`src/rtl/rvx_core_writeback_arbiter.sv`:
```
// Integer-file write port arbiter: pipeline writebacks take priority over a one-entry
// long-latency result buffer; a busy scoreboard flags stage-1 hazards on outstanding rd.
module rvx_core_writeback_arbiter #(
    parameter int MAX_PENDING = 4
) (
    input  logic        clock,
    input  logic        reset,
    input  logic        clock_enable,
    input  logic        pipe_write_request_s2,
    input  logic [4:0]  pipe_rd_address_s2,
    input  logic [31:0] pipe_rd_data_s2,
    input  logic        issue_valid,
    output logic        issue_ready,
    input  logic [4:0]  issue_rd_address,
    input  logic        unit_result_valid,
    output logic        unit_result_ready,
    input  logic [4:0]  unit_rd_address,
    input  logic [31:0] unit_rd_data,
    input  logic [4:0]  rs1_address_s1,
    input  logic [4:0]  rs2_address_s1,
    input  logic [4:0]  rd_address_s1,
    output logic        hazard_s1,
    output logic        write_request_s2,
    output logic [4:0]  rd_address_s2,
    output logic [31:0] rd_data_s2,
    output logic [2:0]  pending_count
);

    // Bit 0 is held at zero so x0 indexes never see a busy register.
    logic [31:0] busy_q, busy_d;
    logic [2:0]  pending_q, pending_d;
    logic        buf_valid_q, buf_valid_d;
    logic [4:0]  buf_addr_q, buf_addr_d;
    logic [31:0] buf_data_q, buf_data_d;

    logic en, pipe_win, buf_drain, issue_fire, result_fire;

    always_comb begin
        en          = clock_enable & ~reset;
        pipe_win    = en & pipe_write_request_s2;
        buf_drain   = en & buf_valid_q & ~pipe_write_request_s2;
        issue_ready = en & (pending_q < 3'(MAX_PENDING))
                         & ((issue_rd_address == 5'd0) | ~busy_q[issue_rd_address]);
        unit_result_ready = en & (~buf_valid_q | buf_drain);
        issue_fire  = issue_valid & issue_ready;
        result_fire = unit_result_valid & unit_result_ready;

        write_request_s2 = pipe_win | (buf_drain & (buf_addr_q != 5'd0));
        rd_address_s2    = pipe_win ? pipe_rd_address_s2 : buf_addr_q;
        rd_data_s2       = pipe_win ? pipe_rd_data_s2    : buf_data_q;

        hazard_s1 = ~reset & (busy_q[rs1_address_s1] | busy_q[rs2_address_s1]
                            | busy_q[rd_address_s1]);
        pending_count = pending_q;
    end

    always_comb begin
        busy_d = busy_q;
        if (buf_drain)
            busy_d[buf_addr_q] = 1'b0;
        if (issue_fire)
            busy_d[issue_rd_address] = 1'b1;
        busy_d[0] = 1'b0;

        pending_d = pending_q + {2'b00, issue_fire} - {2'b00, buf_drain};

        buf_valid_d = buf_valid_q;
        buf_addr_d  = buf_addr_q;
        buf_data_d  = buf_data_q;
        if (result_fire) begin
            buf_valid_d = 1'b1;
            buf_addr_d  = unit_rd_address;
            buf_data_d  = unit_rd_data;
        end else if (buf_drain) begin
            buf_valid_d = 1'b0;
        end
    end

    always_ff @(posedge clock) begin
        if (reset) begin
            busy_q      <= '0;
            pending_q   <= '0;
            buf_valid_q <= 1'b0;
            buf_addr_q  <= '0;
            buf_data_q  <= '0;
        end else if (clock_enable) begin
            busy_q      <= busy_d;
            pending_q   <= pending_d;
            buf_valid_q <= buf_valid_d;
            buf_addr_q  <= buf_addr_d;
            buf_data_q  <= buf_data_d;
        end
    end

endmodule
```
`config.mk`:
```
export PLATFORM = sky130hd
export DESIGN_NAME = rvx_core_writeback_arbiter
export DESIGN_NICKNAME = d
export VERILOG_FILES = /design/src/rtl/rvx_core_writeback_arbiter.sv
export SDC_FILE = /design/constraint.sdc
export NUM_CORES = 1
export LEC_CHECK = 0
export ABC_AREA = 1
export CAP_MARGIN = 40
export CORE_UTILIZATION = 49
export CTS_CLUSTER_DIAMETER = 30
export DETAILED_ROUTE_END_ITERATION = 16
export PLACE_DENSITY = 0.82
export SYNTH_ARGS = -nofsm -noshare
export SYNTH_HDL_FRONTEND = slang
export SYNTH_SLANG_ARGS = --single-unit
```
`constraint.sdc`:
```
create_clock -name clock -period 3.5 [get_ports clock]
set_input_delay 0.35 -clock clock [delete_from_list [all_inputs] [get_ports clock]]
set_output_delay 0.35 -clock clock [all_outputs]
set_load 0.005 [all_outputs]
```
==> flow_metrics.tcl, run 1 <==
set metrics [dict create \
    setup_viol 0 \
    yosys.cell_types.count 30 \
    path_cells "clkdlybuf4s50_1 -> inv_2 -> nand2_1 -> nand2_1 -> nand2_1 -> nand2_1 -> nor2_1 -> nand2_2 -> nor2_8 -> buf_4 -> clkdlybuf4s50_1" \
    syn_nets 892 \
    first_iter_violations 331 \
    cts_setup_buffers 0 \
    min-delay-start "reset" \
    avgRoutedWirePerCell_um 15.6 \
    final_cell_mix "nand2_1 (162), clkdlybuf4s50_1 (142), nor2_1 (133), inv_1 (75), dfxtp_1 (72)" \
    rows 36 \
    regToRegEndpoint "pending_count[2]" \
    clkPwrFrac 0.390 \
    crit_arrival_ps 2930 \
    critPathLaunchType "input port" \
    power.internal_mw 1.62 \
    routed_wl_mm 16.3 \
    fp.coreArea_um2 9820 \
    reg2reg_setup_slack_ps 800 \
    cpMostUsedCell "nand2_1" \
    clk_pin_slew_worst_paths_ps 80 \
    grt_max_degree 71 \
    final.setup.worst_slack_ps 222 \
    rsz0062_at_grt "false" \
    placed_area_um2 6460 \
    layout_commonest_cell "nand2_1" \
    drive_gt1_frac 0.105 \
    hold_viol 0 \
    status "finished, final reports clean" \
    cts_buffer_depth 2 \
    powerDensity_nw_per_um2 323 \
    cp-end-kind "output port" \
    start_util 0.508 \
    final_area_um2 6720 \
    p_leak_nw 2.51 \
    sequentialPowerShare 0.395 \
    io_buffers 143 \
    fin_nets 1011 \
    syn_avg_cell_area_um2 6.32 \
    cts_resized 0 \
    vias 5763 \
    io_pins 144 \
    areaGrowthSynthToFinish_pct 34.6 \
    cts_tree "done" \
    max_cap_violations 0 \
    antenna_found_initial 0 \
    critPathRequiredTime_ps 3150 \
    place_inst 1030 \
    hold_class "in2reg" \
    dieWidth_um 103 \
    final_antenna_net_count 0 \
    synth-seq-area-share 0.289 \
    tns_ps 0 \
    p_switching_mw 0.547 \
    vdd_drop_max_v 0.000254 \
    hold_end "buf_valid_q" \
    critical_path.max_fanout 32 \
    drt_pass1_iterations 5 \
    stdcell_count 1045 \
    rr_worst_depth 18 \
    worst_slew_pin_slew_ps 636 \
    diodes 0 \
    routabilityCongestion 0.976 \
    grt_pass1_wl_mm 25.6 \
    clock-sinks 72 \
    period_needed_ps 3280 \
    clock_skew_ps 10.7 \
    ys_ff_latch 72 \
    vias_per_cell 5.51 \
    drv_slew 0 \
    netlist_instances 789 \
    worstSetupPathType "in2out" \
    dp_hpwl_mm 11.9 \
    mappedNetlistArea_um2 4990 \
    hold_path_depth 5 \
    track_usage 0.317 \
    dieArea_um2 10600 \
    hold_buffers 0 \
    max_freq_mhz 305 \
    finalCritPeriodShare 0.937 \
    htree_levels 3 \
    grt_pass1_vias 5419 \
    route.detailed.drc 0 \
    cts_buffers 9 \
    max_stage_delay_ps 770 \
    reg2reg_from "busy_q[30]" \
    crit_slowest_cell "clkdlybuf4s50_1" \
    clk_latency_ps 350 \
    cts-root-buf "clkbuf_8" \
    yosys_warnings 0 \
    utilization 0.684 \
    die_h_um 103 \
    switching_share 0.252 \
    maxSlewHeadroom 0.576 \
    place_ws_ps 119 \
    power_frac_comb 0.214 \
    grt_overflow_total 0 \
]
-- state kept, by name, summed over array words and instances, names as in the netlist --
signal,cells
buf_data_q,32
buf_valid_q,1
busy_q,31
buf_addr_q,5
pending_count,3
-- Yosys cell counts (all sizes together) --
library cell	n	area share
clkbuf	29	0.022
ha	2	0.0050
nand2	165	0.12
o211ai	6	0.0090
a31oi	1	0.0013
nor3	8	0.0080
dfxtp	72	0.29
inv	80	0.061
a21oi	80	0.10
o21ai	51	0.051
nor2	137	0.11
a211oi	38	0.057
buf	17	0.026
nand3	97	0.13
nand3b	2	0.0030
fa	1	0.0040
nand4	2	0.0025
o21a	1	0.0015
-- worst max-delay path by stage --
stage                             start                to  cells after the start
CTS                 issue_rd_address[1]       issue_ready                     11
global placement    issue_rd_address[1]  pending_count[2]                     18
global route        issue_rd_address[1]       issue_ready                     11
floorplan           issue_rd_address[0]  pending_count[2]                     21
detailed placement  issue_rd_address[1]  pending_count[2]                     18
finish              issue_rd_address[1]       issue_ready                     11
-- through the flow --
step                power (mW)  hold WS [ps]
floorplan                 1.10           440
global placement          1.32           455
detailed placement        1.33           462
CTS                       2.17           458
global route              2.25           493
finish                    2.17           466
-- area by class of cell --
cell class / instances / area [um2]
clock buffer: 9 / 124
clock inverter: 6 / 133
fill: 883 / 3100
inverter: 80 / 305
multi-input combinational: 591 / 3010
sequential: 72 / 1440
tap: 133 / 166
timing repair buffer: 154 / 1530
-- metal layers --
layer / GRT usage / vias up / part of all wire
met5: 0 / - / 0
met4: 0.185 / 0 / 0.051
met2: 0.495 / 295 / 0.45
li1: - / 2835 / -
met1: 0.398 / 2574 / 0.40
met3: 0.0753 / 59 / 0.11
-- critical path, delay by kind of cell --
family,cells,cell delay (ps)
simple gates,7,600
buf+inv,4,1960
-- power by group through the flow --
stage               clock [mW]  sequential (mW)  combinational, mW
floorplan                    0            0.872              0.223
global placement             0            0.875              0.448
detailed placement           0            0.876              0.459
CTS                      0.850            0.857              0.463
global route             0.889            0.860              0.506
finish                   0.847            0.858              0.465
-- cell families (layout without fill, tap and decap cells) --
kind of cell,after synthesis,count (layout),synth area share
and+or+nand+nor,411,411,0.371
buffers and inverters,126,249,0.109
DFF,72,72,0.289
AOI/OAI and AO/OA,177,177,0.222
adders and majority gates,3,3,0.00903
Power figures use the tool's default switching activity.
==> run 2: changes to the inputs <==
--- a/config.mk
+++ b/config.mk
@@ -8,7 +8,8 @@
 export ABC_AREA = 1
 export CAP_MARGIN = 40
 export CORE_UTILIZATION = 49
-export CTS_CLUSTER_DIAMETER = 30
+export CTS_CLUSTER_DIAMETER = 40
+export CTS_CLUSTER_SIZE = 25
 export DETAILED_ROUTE_END_ITERATION = 16
 export PLACE_DENSITY = 0.82
 export SYNTH_ARGS = -nofsm -noshare
==> results of run 2 <==
The final DEF is identical to that of run 1; final timing and power are the same.
